===== src/rtl/adc_xy_fade_pkg.sv =====
// Shared types and constants for the XY scope framebuffer fade engine.
package adc_xy_fade_pkg;

  typedef enum logic [1:0] {
    IDLE    = 2'd0,
    RD_REQ  = 2'd1,
    RD_WAIT = 2'd2,
    WR_REQ  = 2'd3
  } fade_state_t;

  localparam int unsigned FADE_LINEAR = 0;
  localparam int unsigned FADE_EXP    = 1;

endpackage


===== src/rtl/adc_xy_fade_engine_pixel_decay.sv =====
// Combinational per-channel fade of one packed pixel.
// Linear mode subtracts DECAY and clamps at 0; exponential mode subtracts ch >> DECAY,
// falling back to a decrement of 1 so small non-zero values still reach 0.
module pixel_decay
  import adc_xy_fade_pkg::*;
#(
  parameter int unsigned CHANNELS   = 3,
  parameter int unsigned COLOR_BITS = 4,
  parameter int unsigned FADE_MODE  = FADE_LINEAR,
  parameter int unsigned DECAY      = 1
) (
  input  logic [CHANNELS*COLOR_BITS-1:0] i_pixel,
  output logic [CHANNELS*COLOR_BITS-1:0] o_pixel
);

  logic [COLOR_BITS-1:0] w_ch;
  logic [COLOR_BITS-1:0] w_sh;

  // Fade every channel independently; never wraps below zero.
  always_comb begin
    o_pixel = '0;
    w_ch    = '0;
    w_sh    = '0;
    for (int c = 0; c < int'(CHANNELS); c++) begin
      w_ch = i_pixel[c*COLOR_BITS +: COLOR_BITS];
      w_sh = w_ch >> DECAY;
      if (FADE_MODE == FADE_EXP) begin
        if (w_sh == '0 && w_ch != '0) begin
          o_pixel[c*COLOR_BITS +: COLOR_BITS] = w_ch - COLOR_BITS'(1);
        end else begin
          o_pixel[c*COLOR_BITS +: COLOR_BITS] = w_ch - w_sh;
        end
      end else begin
        if (32'(w_ch) >= DECAY) begin
          o_pixel[c*COLOR_BITS +: COLOR_BITS] = w_ch - COLOR_BITS'(DECAY);
        end else begin
          o_pixel[c*COLOR_BITS +: COLOR_BITS] = '0;
        end
      end
    end
  end

endmodule


===== src/rtl/adc_xy_fade_engine.sv =====
// Framebuffer persistence engine: plots XY points at full intensity and sweeps the whole
// framebuffer on request, fading every pixel. Point writes win arbitration over fade traffic.
module adc_xy_fade_engine
  import adc_xy_fade_pkg::*;
#(
  parameter int unsigned H_RES      = 640,
  parameter int unsigned V_RES      = 480,
  parameter int unsigned COORD_BITS = 10,
  parameter int unsigned CHANNELS   = 3,
  parameter int unsigned COLOR_BITS = 4,
  parameter int unsigned ADDR_BITS  = 20,
  parameter int unsigned DATA_BITS  = 16,
  parameter int unsigned FADE_MODE  = FADE_LINEAR,
  parameter int unsigned DECAY      = 1
) (
  input  logic                  clk,
  input  logic                  reset_n,
  input  logic                  pt_valid,
  output logic                  pt_ready,
  input  logic [COORD_BITS-1:0] pt_x,
  input  logic [COORD_BITS-1:0] pt_y,
  input  logic [CHANNELS-1:0]   pt_color,
  input  logic                  fade_start,
  output logic                  fade_busy,
  output logic                  fade_done,
  output logic [15:0]           drop_cnt,
  output logic                  mem_cmd_valid,
  input  logic                  mem_cmd_ready,
  output logic                  mem_cmd_we,
  output logic [ADDR_BITS-1:0]  mem_cmd_addr,
  output logic [DATA_BITS-1:0]  mem_cmd_wdata,
  input  logic                  mem_rd_valid,
  input  logic [DATA_BITS-1:0]  mem_rd_data
);

  localparam int unsigned          PIXEL_BITS = CHANNELS * COLOR_BITS;
  localparam logic [ADDR_BITS-1:0] LAST_ADDR  = ADDR_BITS'(H_RES * V_RES - 1);

  // Point register
  logic                  r_pt_full;
  logic [ADDR_BITS-1:0]  r_pt_addr;
  logic [DATA_BITS-1:0]  r_pt_data;
  logic [15:0]           r_drop_cnt;
  // Arbiter
  logic                  r_lock;
  logic                  r_gnt_pt;
  // Fade FSM
  fade_state_t           r_state, w_state_n;
  logic [ADDR_BITS-1:0]  r_faddr, w_faddr_n;
  logic [PIXEL_BITS-1:0] r_fdata, w_fdata_n;
  logic                  r_cancel, w_cancel_n;
  logic                  r_pend, w_pend_n;
  logic                  r_done, w_done_n;

  logic                  w_pt_acc;
  logic                  w_pt_in_range;
  logic [ADDR_BITS-1:0]  w_pt_addr;
  logic [DATA_BITS-1:0]  w_pt_data;
  logic                  w_gnt_pt;
  logic                  w_fade_req;
  logic                  w_cmd_acc;
  logic                  w_pt_wr_acc;
  logic                  w_fade_acc;
  logic [PIXEL_BITS-1:0] w_faded;
  logic                  w_unused_rd;

  assign w_unused_rd   = ^mem_rd_data;

  assign pt_ready      = reset_n && !r_pt_full;
  assign w_pt_acc      = pt_valid && pt_ready;
  assign w_pt_in_range = (32'(pt_x) < H_RES) && (32'(pt_y) < V_RES);
  assign w_pt_addr     = ADDR_BITS'(32'(pt_y) * H_RES + 32'(pt_x));

  // Expand the per-channel enable into full-intensity channel values.
  always_comb begin
    w_pt_data = '0;
    for (int c = 0; c < int'(CHANNELS); c++) begin
      w_pt_data[c*COLOR_BITS +: COLOR_BITS] = {COLOR_BITS{pt_color[c]}};
    end
  end

  // Grant stays with whoever presented a command until it is accepted.
  assign w_gnt_pt      = r_lock ? r_gnt_pt : r_pt_full;
  assign w_fade_req    = (r_state == RD_REQ) || (r_state == WR_REQ && !r_cancel);
  assign mem_cmd_valid = w_gnt_pt ? r_pt_full : w_fade_req;
  assign mem_cmd_we    = w_gnt_pt ? 1'b1 : (r_state == WR_REQ);
  assign mem_cmd_addr  = w_gnt_pt ? r_pt_addr : r_faddr;
  assign mem_cmd_wdata = w_gnt_pt ? r_pt_data : DATA_BITS'(r_fdata);
  assign w_cmd_acc     = mem_cmd_valid && mem_cmd_ready;
  assign w_pt_wr_acc   = w_cmd_acc && w_gnt_pt;
  assign w_fade_acc    = w_cmd_acc && !w_gnt_pt;

  assign fade_busy     = (r_state != IDLE);
  assign fade_done     = r_done;
  assign drop_cnt      = r_drop_cnt;

  pixel_decay #(
    .CHANNELS  (CHANNELS),
    .COLOR_BITS(COLOR_BITS),
    .FADE_MODE (FADE_MODE),
    .DECAY     (DECAY)
  ) u_decay (
    .i_pixel(mem_rd_data[PIXEL_BITS-1:0]),
    .o_pixel(w_faded)
  );

  // Point register and drop counter; out-of-range points are consumed without a write.
  always_ff @(posedge clk) begin
    if (!reset_n) begin
      r_pt_full  <= 1'b0;
      r_pt_addr  <= '0;
      r_pt_data  <= '0;
      r_drop_cnt <= '0;
    end else begin
      if (w_pt_wr_acc) r_pt_full <= 1'b0;
      if (w_pt_acc) begin
        if (w_pt_in_range) begin
          r_pt_full <= 1'b1;
          r_pt_addr <= w_pt_addr;
          r_pt_data <= w_pt_data;
        end else if (r_drop_cnt != 16'hFFFF) begin
          r_drop_cnt <= r_drop_cnt + 16'd1;
        end
      end
    end
  end

  // Arbiter lock: remember the grant while a command is stalled.
  always_ff @(posedge clk) begin
    if (!reset_n) begin
      r_lock   <= 1'b0;
      r_gnt_pt <= 1'b0;
    end else begin
      r_lock   <= mem_cmd_valid && !mem_cmd_ready;
      r_gnt_pt <= w_gnt_pt;
    end
  end

  // Fade FSM next state, pending start and write-cancel hazard tracking.
  always_comb begin
    w_state_n  = r_state;
    w_faddr_n  = r_faddr;
    w_fdata_n  = r_fdata;
    w_cancel_n = r_cancel;
    w_pend_n   = r_pend;
    w_done_n   = 1'b0;
    case (r_state)
      IDLE: begin
        if (fade_start || r_pend) begin
          w_state_n  = RD_REQ;
          w_faddr_n  = '0;
          w_pend_n   = 1'b0;
          w_cancel_n = 1'b0;
        end
      end
      RD_REQ: begin
        if (w_fade_acc) w_state_n = RD_WAIT;
      end
      RD_WAIT: begin
        if (mem_rd_valid) begin
          w_state_n = WR_REQ;
          w_fdata_n = w_faded;
        end
      end
      WR_REQ: begin
        if (w_fade_acc || r_cancel) begin
          w_cancel_n = 1'b0;
          if (r_faddr == LAST_ADDR) begin
            w_state_n = IDLE;
            w_done_n  = 1'b1;
          end else begin
            w_state_n = RD_REQ;
            w_faddr_n = r_faddr + ADDR_BITS'(1);
          end
        end
      end
      default: w_state_n = IDLE;
    endcase
    if (fade_start && r_state != IDLE) w_pend_n = 1'b1;
    // A point landing on the pixel being faded makes the read data stale; skip its write-back.
    if (w_pt_wr_acc && r_pt_addr == r_faddr && (r_state == RD_WAIT || r_state == WR_REQ) &&
        !(r_state == WR_REQ && r_cancel)) begin
      w_cancel_n = 1'b1;
    end
  end

  // Fade FSM state register.
  always_ff @(posedge clk) begin
    if (!reset_n) begin
      r_state  <= IDLE;
      r_faddr  <= '0;
      r_fdata  <= '0;
      r_cancel <= 1'b0;
      r_pend   <= 1'b0;
      r_done   <= 1'b0;
    end else begin
      r_state  <= w_state_n;
      r_faddr  <= w_faddr_n;
      r_fdata  <= w_fdata_n;
      r_cancel <= w_cancel_n;
      r_pend   <= w_pend_n;
      r_done   <= w_done_n;
    end
  end

endmodule

===== config.mk =====
export PLATFORM = sky130hd
export DESIGN_NAME = adc_xy_fade_engine
export DESIGN_NICKNAME = d
export VERILOG_FILES = /design/src/rtl/adc_xy_fade_pkg.sv /design/src/rtl/adc_xy_fade_engine_pixel_decay.sv /design/src/rtl/adc_xy_fade_engine.sv
export SDC_FILE = /design/constraint.sdc
export NUM_CORES = 1
export LEC_CHECK = 0
export CORE_UTILIZATION = 28
export CTS_CLUSTER_DIAMETER = 60
export DETAILED_ROUTE_END_ITERATION = 10
export GPL_ROUTABILITY_DRIVEN = 0
export SYNTH_ARGS = -nofsm -noshare
export SYNTH_HDL_FRONTEND = slang
export SYNTH_SLANG_ARGS = --single-unit

===== constraint.sdc =====
create_clock -name clk -period 3.1 [get_ports clk]
set_input_delay 0.93 -clock clk [delete_from_list [all_inputs] [get_ports clk]]
set_output_delay 0.93 -clock clk [all_outputs]
set_load 0.05 [all_outputs]

Yosys cells after proc, flatten, opt, wreduce, memory -nomap -nowiden
Index checks and enable logic that the tools add are counted.
{"block": "totals", "latch_bits": 0, "wordCells": 102, "output_inout_bits": 57, "in_bits": 45, "mem_bits_rw": 0, "reg_bits": 85, "romBits": 0, "mem_count": 0}
{"block": "op_classes", "n_lt_le_gt_ge": 5, "eq_ne": 13, "bitwise_logic": 1, "n_addsub": 6, "div_mod_pow": 0, "multipliers": 1, "reduce_logical": 36, "mux": 28, "n_shift": 0}
{"cell": "$mux W20", "n": 4}
{"cell": "$pmux W20 S2", "n": 1}
{"cell": "$add A20 B1 Y20 const B", "n": 1}
{"cell": "$add A20 B10 Y20", "n": 1}
{"cell": "$eq A20 B19 Y1 const B", "n": 1}
{"cell": "$eq A20 B20 Y1", "n": 1}
{"cell": "$add A16 B1 Y16 const B", "n": 1}
{"cell": "$ne A16 B16 Y1 const B", "n": 1}
{"cell": "$logic_and A1 B1 Y1", "n": 13}
{"cell": "$mul A10 B3 Y13 const B", "n": 1}
{"cell": "$mux W1", "n": 13}
{"cell": "$ge A4 B1 Y1 const B", "n": 3}
{"cell": "$mux W12", "n": 1}
{"cell": "$mux W4", "n": 3}
{"cell": "$sub A4 B1 Y4 const B", "n": 3}
{"cell": "$lt A10 B10 Y1 const B", "n": 1}
{"cell": "$lt A10 B9 Y1 const B", "n": 1}
{"cell": "$reduce_and A3 Y1", "n": 3}
{"cell": "$mux W2", "n": 4}
{"cell": "$ne A2 B2 Y1 const B", "n": 4}
{"cell": "$pmux W2 S4", "n": 1}
{"cell": "$reduce_and A4 Y1", "n": 2}
{"cell": "$reduce_bool A2 Y1", "n": 4}
{"cell": "$reduce_and A2 Y1", "n": 3}
{"cell": "other kinds (11)", "n": 19}

Logic depth before layout (Yosys ltp)
Gate-level depths: netlist (run 1).
{"block": "logic_depth", "word_depth": 11, "depth_mapped": 9, "mapped_depth_nobuf": 9}

Hierarchy
A second synthesis (run 1) with hierarchy kept.
{"block": "hier_totals", "hier_cells": 667, "area_unflattened_um2": 5211.2}
{"module": "adc_xy_fade_engine", "instances": 1, "area_each_um2": 4907.2, "cells_each": 626, "seq_area_each_um2": 1581.5}
{"module": "pixel_decay", "instances": 1, "area_each_um2": 304.0, "cells_each": 41, "seq_area_each_um2": 0.0}

Least setup slack after synthesis (run 1)
Ideal clock, no wire load.
{"block": "synth_timing", "kind": "input-to-reg", "from": "input port pt_y[1]", "to": "register r_pt_addr[19]", "setup_time_ns": 0.059, "t_arrival_ns": 3.208, "n_path_buf": 0, "slack_ns": -0.167, "stages": 9, "required_ns": 3.041, "cell_sequence": "ha_1 ha_1 fa_1 xor2_1 o2111ai_1 nor4_1 nand3b_1 nor4b_1 a31o_1"}
{"block": "synth_between", "elab_chain_cells": 3, "word_cells_on_any_way": 5, "classes_between": "1 x add/sub; 1 x mul; 1 x order compare; 2 x reduce/logical"}
{"element": "start: declaration", "line_no": "adc_xy_fade_engine.sv:21", "source": "input logic [COORD_BITS-1:0] pt_y,"}
{"element": "parallel branches: the longest is 3 deep, another holds $add A20 B10 Y20"}
{"element": "end signal: assignment", "line_no": "adc_xy_fade_engine.sv:119", "source": "r_pt_addr <= w_pt_addr;"}
{"element": "end: declaration", "line_no": "adc_xy_fade_engine.sv:41", "source": "logic [ADDR_BITS-1:0] r_pt_addr;"}
Parallel ways; which one is timed is not known.
A chain may end at the register's enable or synchronous reset.

Final worst setup path (run 1)
{"block": "layout_timing", "from": "input port pt_y[0]", "to": "register r_pt_addr[18]"}
The elaborated chain is that of the path after synthesis.

==> results.yml, run 1 <==
status:
  outcome: "completed"
synthesis:
  synthCells: 643
  ys_seq_elements: 79
  yosysSeqAreaShare_pct: 32.0
  synth_edf_count: 0
  ys_top_cells_by_area: "dfxtp_1 (32%), nand2_1 (10%), ha_1 (7.8%)"
  synth_top_area_share_pct: 32.0
  synth_cell_types: 60
  synth_ff_type: "dfxtp_1"
  syn_area_um2: 4950
  yosys.area.top_type: "dfxtp_1"
  postSynthAreaPerCell_um2: 7.70
  synth-async-reset-ratio_pct: 0
  yosysWarnings: 0
layout:
  final_area_um2: 7330
  final_nets: 856
  final_common_cell: "nand2_1"
  drive_above_1_share_pct: 18.8
  final_cell_mix: "nand2_1 (136), dfxtp_1 (79), nor2_1 (74)"
  area_growth_pct: 48.1
  regArea_um2: 1580
  multi_input_area_um2: 3340
  fillerInstances: 1732
  insertedDiodeCount: 0
pwr:
  power_frac_seq_pct: 31.8
  power_density_nw_per_um2: 473
  comb_power_share_pct: 34.8
  p_leak_nw: 3.00
  clkPwrFrac_pct: 33.4
  ir_drop_v: 0.000290
  p_sw_share_pct: 33.6
  power_switching_mw: 1.16
  power.internal_mw: 2.30
routing:
  drtIter0Drc: 202
  via_per_inst: 4.69
  wl_per_cell_um: 13.2
  via_count: 4730
  detail-route-antenna-nets: 0
  drt_wl_total_um: 13300
  drc: 0
  dr.pass1.iters: 4
die:
  die_w_um: 135
  coreArea_um2: 17300
  die_area_um2: 18200
  io_pins: 102
  num_rows: 48
  dieHeight_um: 135
  start_util_pct: 28.6
worst_setup_path:
  path_cells: "clkdlybuf4s15_1 > ha_2 > ha_4 > fa_2 > a211oi_4 > o21ai_1 > a31oi_1 > xnor2_1 > or4_4 > a31oi_1"
  worst-path-stages: 10
  critPathMaxFanout: 3
  cp_common_cell: "a31oi_1"
  end_kind: "flop"
  worst_ep_required_time_ns: 3.38
  cp_top_family: "adder cells"
  start_kind: "primary input"
  crit_slowest_cell: "or4_4"
  crit_type: "in2reg"
  cpPeakStageDelay_ns: 0.47
  critPathBufInv: 1
  reg2reg_depth: 8
  crit_arrival_ns: 3.28
clock_network:
  cts-root-buf: "clkbuf_16"
  cts_hold_buf: 0
  cts.sinks: 79
  insertion_delay_ns: 0.35
  htreeDepth: 3
  cts_made_buffers: 9
  clk_pin_slew_ns: 0.06
  cts_tree: "yes"
  clock_path_buffers: 2
timing:
  hold_viol: 0
  fin_crit_ns: 3.01
  fmax_mhz: 332
  rsz0062_at_grt: "yes"
  tightestPinTransition_ns: 0.760
  finalCritPeriodShare_pct: 97.1
  finClkSkew_ns: 0.00272
  whs_ns: 0.453
  drv_slew: 0
  setup_viol: 0
  relSlewSlack_pct: 49.0
global_routing:
  grt_pass1_vias: 4508
  grt_overflow: 0
  grt_usage_pct: 15.2
  grt_pass1_wl_um: 22000
  grt_antenna_before_repair: 0
  grt_max_degree: 57
run:
  maxCapViolations: 0
worst_hold_path:
  hold_depth: 2
  hold_path.class: "reg2reg"
placed_design:
  io_buffer_count: 93
  dp_hpwl_um: 10200
  dpl_cell_area_um2: 6840
[metal layers]
layer / track usage [%] / part of all wire (%) / vias to the layer above
met5: 0 / 0 / -
met4: 4.62 / 1.3 / 0
met3: 3.79 / 4.2 / 11
met2: 25.9 / 48 / 71
met1: 18.9 / 46 / 2179
li1: - / - / 2469
[what timing repair did]
action,in CTS,in global routing
gates resized for setup,14,27
setup endpoints to repair,6,4
setup buffers,1,0
pin swaps,8,12
cloned,0,0
[flip-flops by register name (all words and copies together), names as in the netlist]
| signal | cells |
|---|---|
| r_cancel | 1 |
| r_pt_data | 3 |
| r_pend | 1 |
| drop_cnt | 16 |
| r_gnt_pt | 1 |
| fade_done | 1 |
| r_pt_full | 1 |
| r_lock | 1 |
| r_fdata | 12 |
| r_faddr | 20 |
| r_pt_addr | 20 |
| r_state | 2 |
[final cells by class]
type,instances,share of cell area [%]
Multi-Input combinational cell,513,45.6
Timing Repair Buffer,149,23.3
Sequential cell,79,21.6
Tap cell,225,3.84
Clock buffer,9,3.07
Inverter,26,1.33
Clock inverter,7,1.30
[cells in the mapped netlist, types with 4 or more instances]
library cell / number
clkbuf_1: 19
a211oi_1: 9
a21oi_1: 37
nor2_1: 75
a21o_1: 4
o21a_1: 6
nor4_1: 7
or3_1: 6
o21ai_0: 19
nor2b_1: 5
and2_1: 4
xnor2_1: 29
ha_1: 31
o211ai_1: 6
nand2_1: 136
xor2_1: 29
mux2i_1: 6
buf_4: 5
dfxtp_1: 79
nand4_1: 8
or4_1: 5
o2111ai_1: 6
nor3_1: 15
inv_1: 26
nand3_1: 18
[power by group through the flow]
stage	clock network (mW)	registers (mW)	logic, mW
6_report	1.16	1.10	1.20
5_1_grt	1.23	1.11	1.31
4_1_cts	1.19	1.10	1.17
3_5_place_dp	0	1.12	1.15
3_3_place_gp	0	1.12	1.14
2_1_floorplan	0	1.12	0.688
[metrics by stage]
stage	worst slack, ns	power, mW	TNS [ns]	utilization (%)	cells
4_1_cts	0.0131	3.46	0	41.7	1008
5_1_grt	-0.0308	3.65	-0.0308	42.4	1008
3_3_place_gp	-0.578	2.27	-3.23	39.5	991
2_1_floorplan	-0.0639	1.81	-0.115	-	646
6_report	0.0909	3.46	0	42.4	1008
3_5_place_dp	-0.621	2.27	-3.56	39.5	991
[worst paths after layout]
check	startpoint	slack, ns	to
hold reg to reg	r_pt_data[8]	0.45	r_pt_data[8]
hold / removal	r_pt_data[8]	0.45	r_pt_data[8]
setup / recovery	pt_y[0]	0.09	r_pt_addr[18]
setup reg to reg	r_faddr[0]	0.77	r_faddr[16]
[kinds of logic after synthesis]
logic type | count (synthesis) | synth area share (%)
xor gates and xnor gates | 58 | 10.3
and+or+nand+nor | 300 | 27.2
muxes | 8 | 1.90
DFF | 79 | 32.0
AOI/OAI and AO/OA | 110 | 15.1
other | 1 | 0.0758
buffers and inverters | 54 | 4.83
adders and majority gates | 33 | 8.65
[worst reg2reg max path: cells and delay by family, from the launching register on]
| kind | cells | cell delay (ns) |
|---|---|---|
| compound gates | 2 | 0.43 |
| buf+inv | 1 | 0.21 |
| flops | 1 | 0.37 |
| mux | 1 | 0.22 |
| fa+ha+maj | 1 | 0.23 |
| simple gates | 3 | 0.80 |
Note: power is estimated with default switching activity, not from simulation.
==> inputs of run 2 (changes only) <==
CORE_UTILIZATION = 47   (was 28)
GPL_TIMING_DRIVEN = 0   (was default)
PLACE_DENSITY = 0.77   (was default)
==> run 2 against run 1 <==
  * Sequential share of layout area grew 1.9 points
  * The flow now finishes with violations (negative setup slack)
  * Sequential power is essentially flat
  * Die area shrank 40%
  * Fmax shrank 5.6%
  * Worst setup slack lost 0.18 ns
  * Utilization grew 23 points
  * Critical path type unchanged
  * Register-to-register slack is essentially flat
  * Total power shrank 13%
  * Critical endpoint unchanged
  * Global-route usage grew 9.8 points
  * Largest cell class unchanged
==> results.yml, run 2 (synthesized netlist as in run 1, its figures left out) <==
die:
  die_w_um: 105
  coreArea_um2: 10300
  io_pins: 102
  start_util_pct: 48.1
  dieHeight_um: 105
  die_area_um2: 10900
  num_rows: 37
routing:
  drc: 0
  wl_per_cell_um: 15.8
  via_per_inst: 5.58
  drtIter0Drc: 335
  detail-route-antenna-nets: 0
  drt_wl_total_um: 14400
  via_count: 5085
  dr.pass1.iters: 5
layout:
  final_common_cell: "nand2_1"
  final_nets: 850
  final_cell_mix: "nand2_1 (136), dfxtp_1 (78), nor2_1 (73)"
  drive_above_1_share_pct: 17.7
  fillerInstances: 859
  insertedDiodeCount: 0
  fin_cells: 912
  final_area_um2: 6730
  area_growth_pct: 36.1
  regArea_um2: 1580
  multi_input_area_um2: 3450
pwr:
  comb_power_share_pct: 37.6
  power.internal_mw: 1.88
  power_switching_mw: 1.14
  p_leak_nw: 2.76
  power_mw: 3.02
  clkPwrFrac_pct: 25.8
  ir_drop_v: 0.000300
  power_density_nw_per_um2: 448
  power_frac_seq_pct: 36.6
  p_sw_share_pct: 37.7
global_routing:
  grt_pass1_vias: 4645
  grt_overflow: 0
  grt_antenna_before_repair: 0
  grt_usage_pct: 25.0
  grt_pass1_wl_um: 22100
  grt_max_degree: 14
clock_network:
  cts_made_buffers: 9
  cts-root-buf: "clkbuf_8"
  cts_hold_buf: 0
  cts.sinks: 79
  clock_path_buffers: 2
  htreeDepth: 3
  clk_pin_slew_ns: 0.08
  insertion_delay_ns: 0.36
  cts_tree: "yes"
placed_design:
  place_inst: 874
  io_buffer_count: 92
  dp_hpwl_um: 10100
  dpl_cell_area_um2: 6080
worst_setup_path:
  crit_slowest_cell: "or4_1"
  start_kind: "primary input"
  crit_type: "in2reg"
  path_cells: "clkdlybuf4s50_1 > ha_1 > ha_4 > o21ai_0 > nor2b_1 > a31o_2 > xor2_1 > or4_1 > a31oi_1"
  cp_top_family: "simple AND/OR/NAND/NOR gates"
  timing.rr.start: "r_faddr[0]"
  critPathBufInv: 1
  crit_start: "pt_y[7]"
  worst_ep_required_time_ns: 3.39
  cpPeakStageDelay_ns: 0.54
  end_kind: "flop"
  crit_arrival_ns: 3.47
  critPathMaxFanout: 5
timing:
  rsz0062_at_grt: "yes"
  setup_viol: 2
  hold_viol: 0
  finClkSkew_ns: 0.00811
  whs_ns: 0.465
  tightestPinTransition_ns: 0.832
  finalCritPeriodShare_pct: 103
  relSlewSlack_pct: 44.0
  fin_ws_ns: -0.0869
  drv_slew: 0
  fmax_mhz: 314
  fin_crit_ns: 3.19
status:
  violations: "negative setup slack"
  outcome: "finished with violations"
run:
  maxCapViolations: 0
worst_hold_path:
  hold_path.class: "reg2reg"
  min_from: "r_pt_data[7]"
==> run 2: per-stage QoR <==
step,util (%),setup TNS [ns],setup WS [ns]
after floorplan,-,-0.115,-0.0639
after global placement,59.1,-8.22,-0.816
after detailed placement,59.1,-9.72,-0.821
after CTS,63.3,-0.0255,-0.0255
after global routing,65.5,-0.249,-0.142
final,65.5,-0.132,-0.0869
==> run 2: layout make-up <==
class / count / share of cell area (%)
multi-input combinational: 513 / 51.2
sequential: 79 / 23.5
timing repair buffer: 116 / 16.1
tap: 136 / 2.53
buffer: 27 / 2.17
clock buffer: 10 / 2.04
inverter: 26 / 1.51
clock inverter: 5 / 0.873
==> run 2: power groups by stage <==
stage / registers [mW] / clock network, mW / logic (mW)
6_report: 1.10 / 0.777 / 1.13
5_1_grt: 1.11 / 0.822 / 1.22
4_1_cts: 1.10 / 0.779 / 1.01
3_5_place_dp: 1.13 / 0 / 0.968
3_3_place_gp: 1.12 / 0 / 0.947
2_1_floorplan: 1.12 / 0 / 0.688
==> run 2: timing repair <==
item	in CTS	in global routing
gates cloned	0	0
endpoints found under the hold margin	0	0
setup endpoints to repair	40	41
pin swaps	15	14
gates resized for setup	111	60
setup buffers	13	11
==> run 2: routing by layer <==
layer	up-vias	global-route usage, %	wire, µm
li1	2455	-	-
met1	2419	30.1	5920
met2	170	44.0	7200
met3	41	5.05	787
met4	0	8.95	485
met5	-	0	0
==> run 2: final timing paths <==
check                       end  slack [ns]  cells past startpoint
hold reg to reg    r_pt_data[7]        0.47                      2
setup reg to reg    r_faddr[16]        0.76                      8
hold / removal     r_pt_data[7]        0.47                      2
setup / recovery  r_pt_addr[18]       -0.09                      9
==> run 2: tightest hold or removal path: stages, from the launching register on <==
cell and delay [ns]:
dfxtp_1 0.32, nand2_1 0.05, a21oi_1 0.05
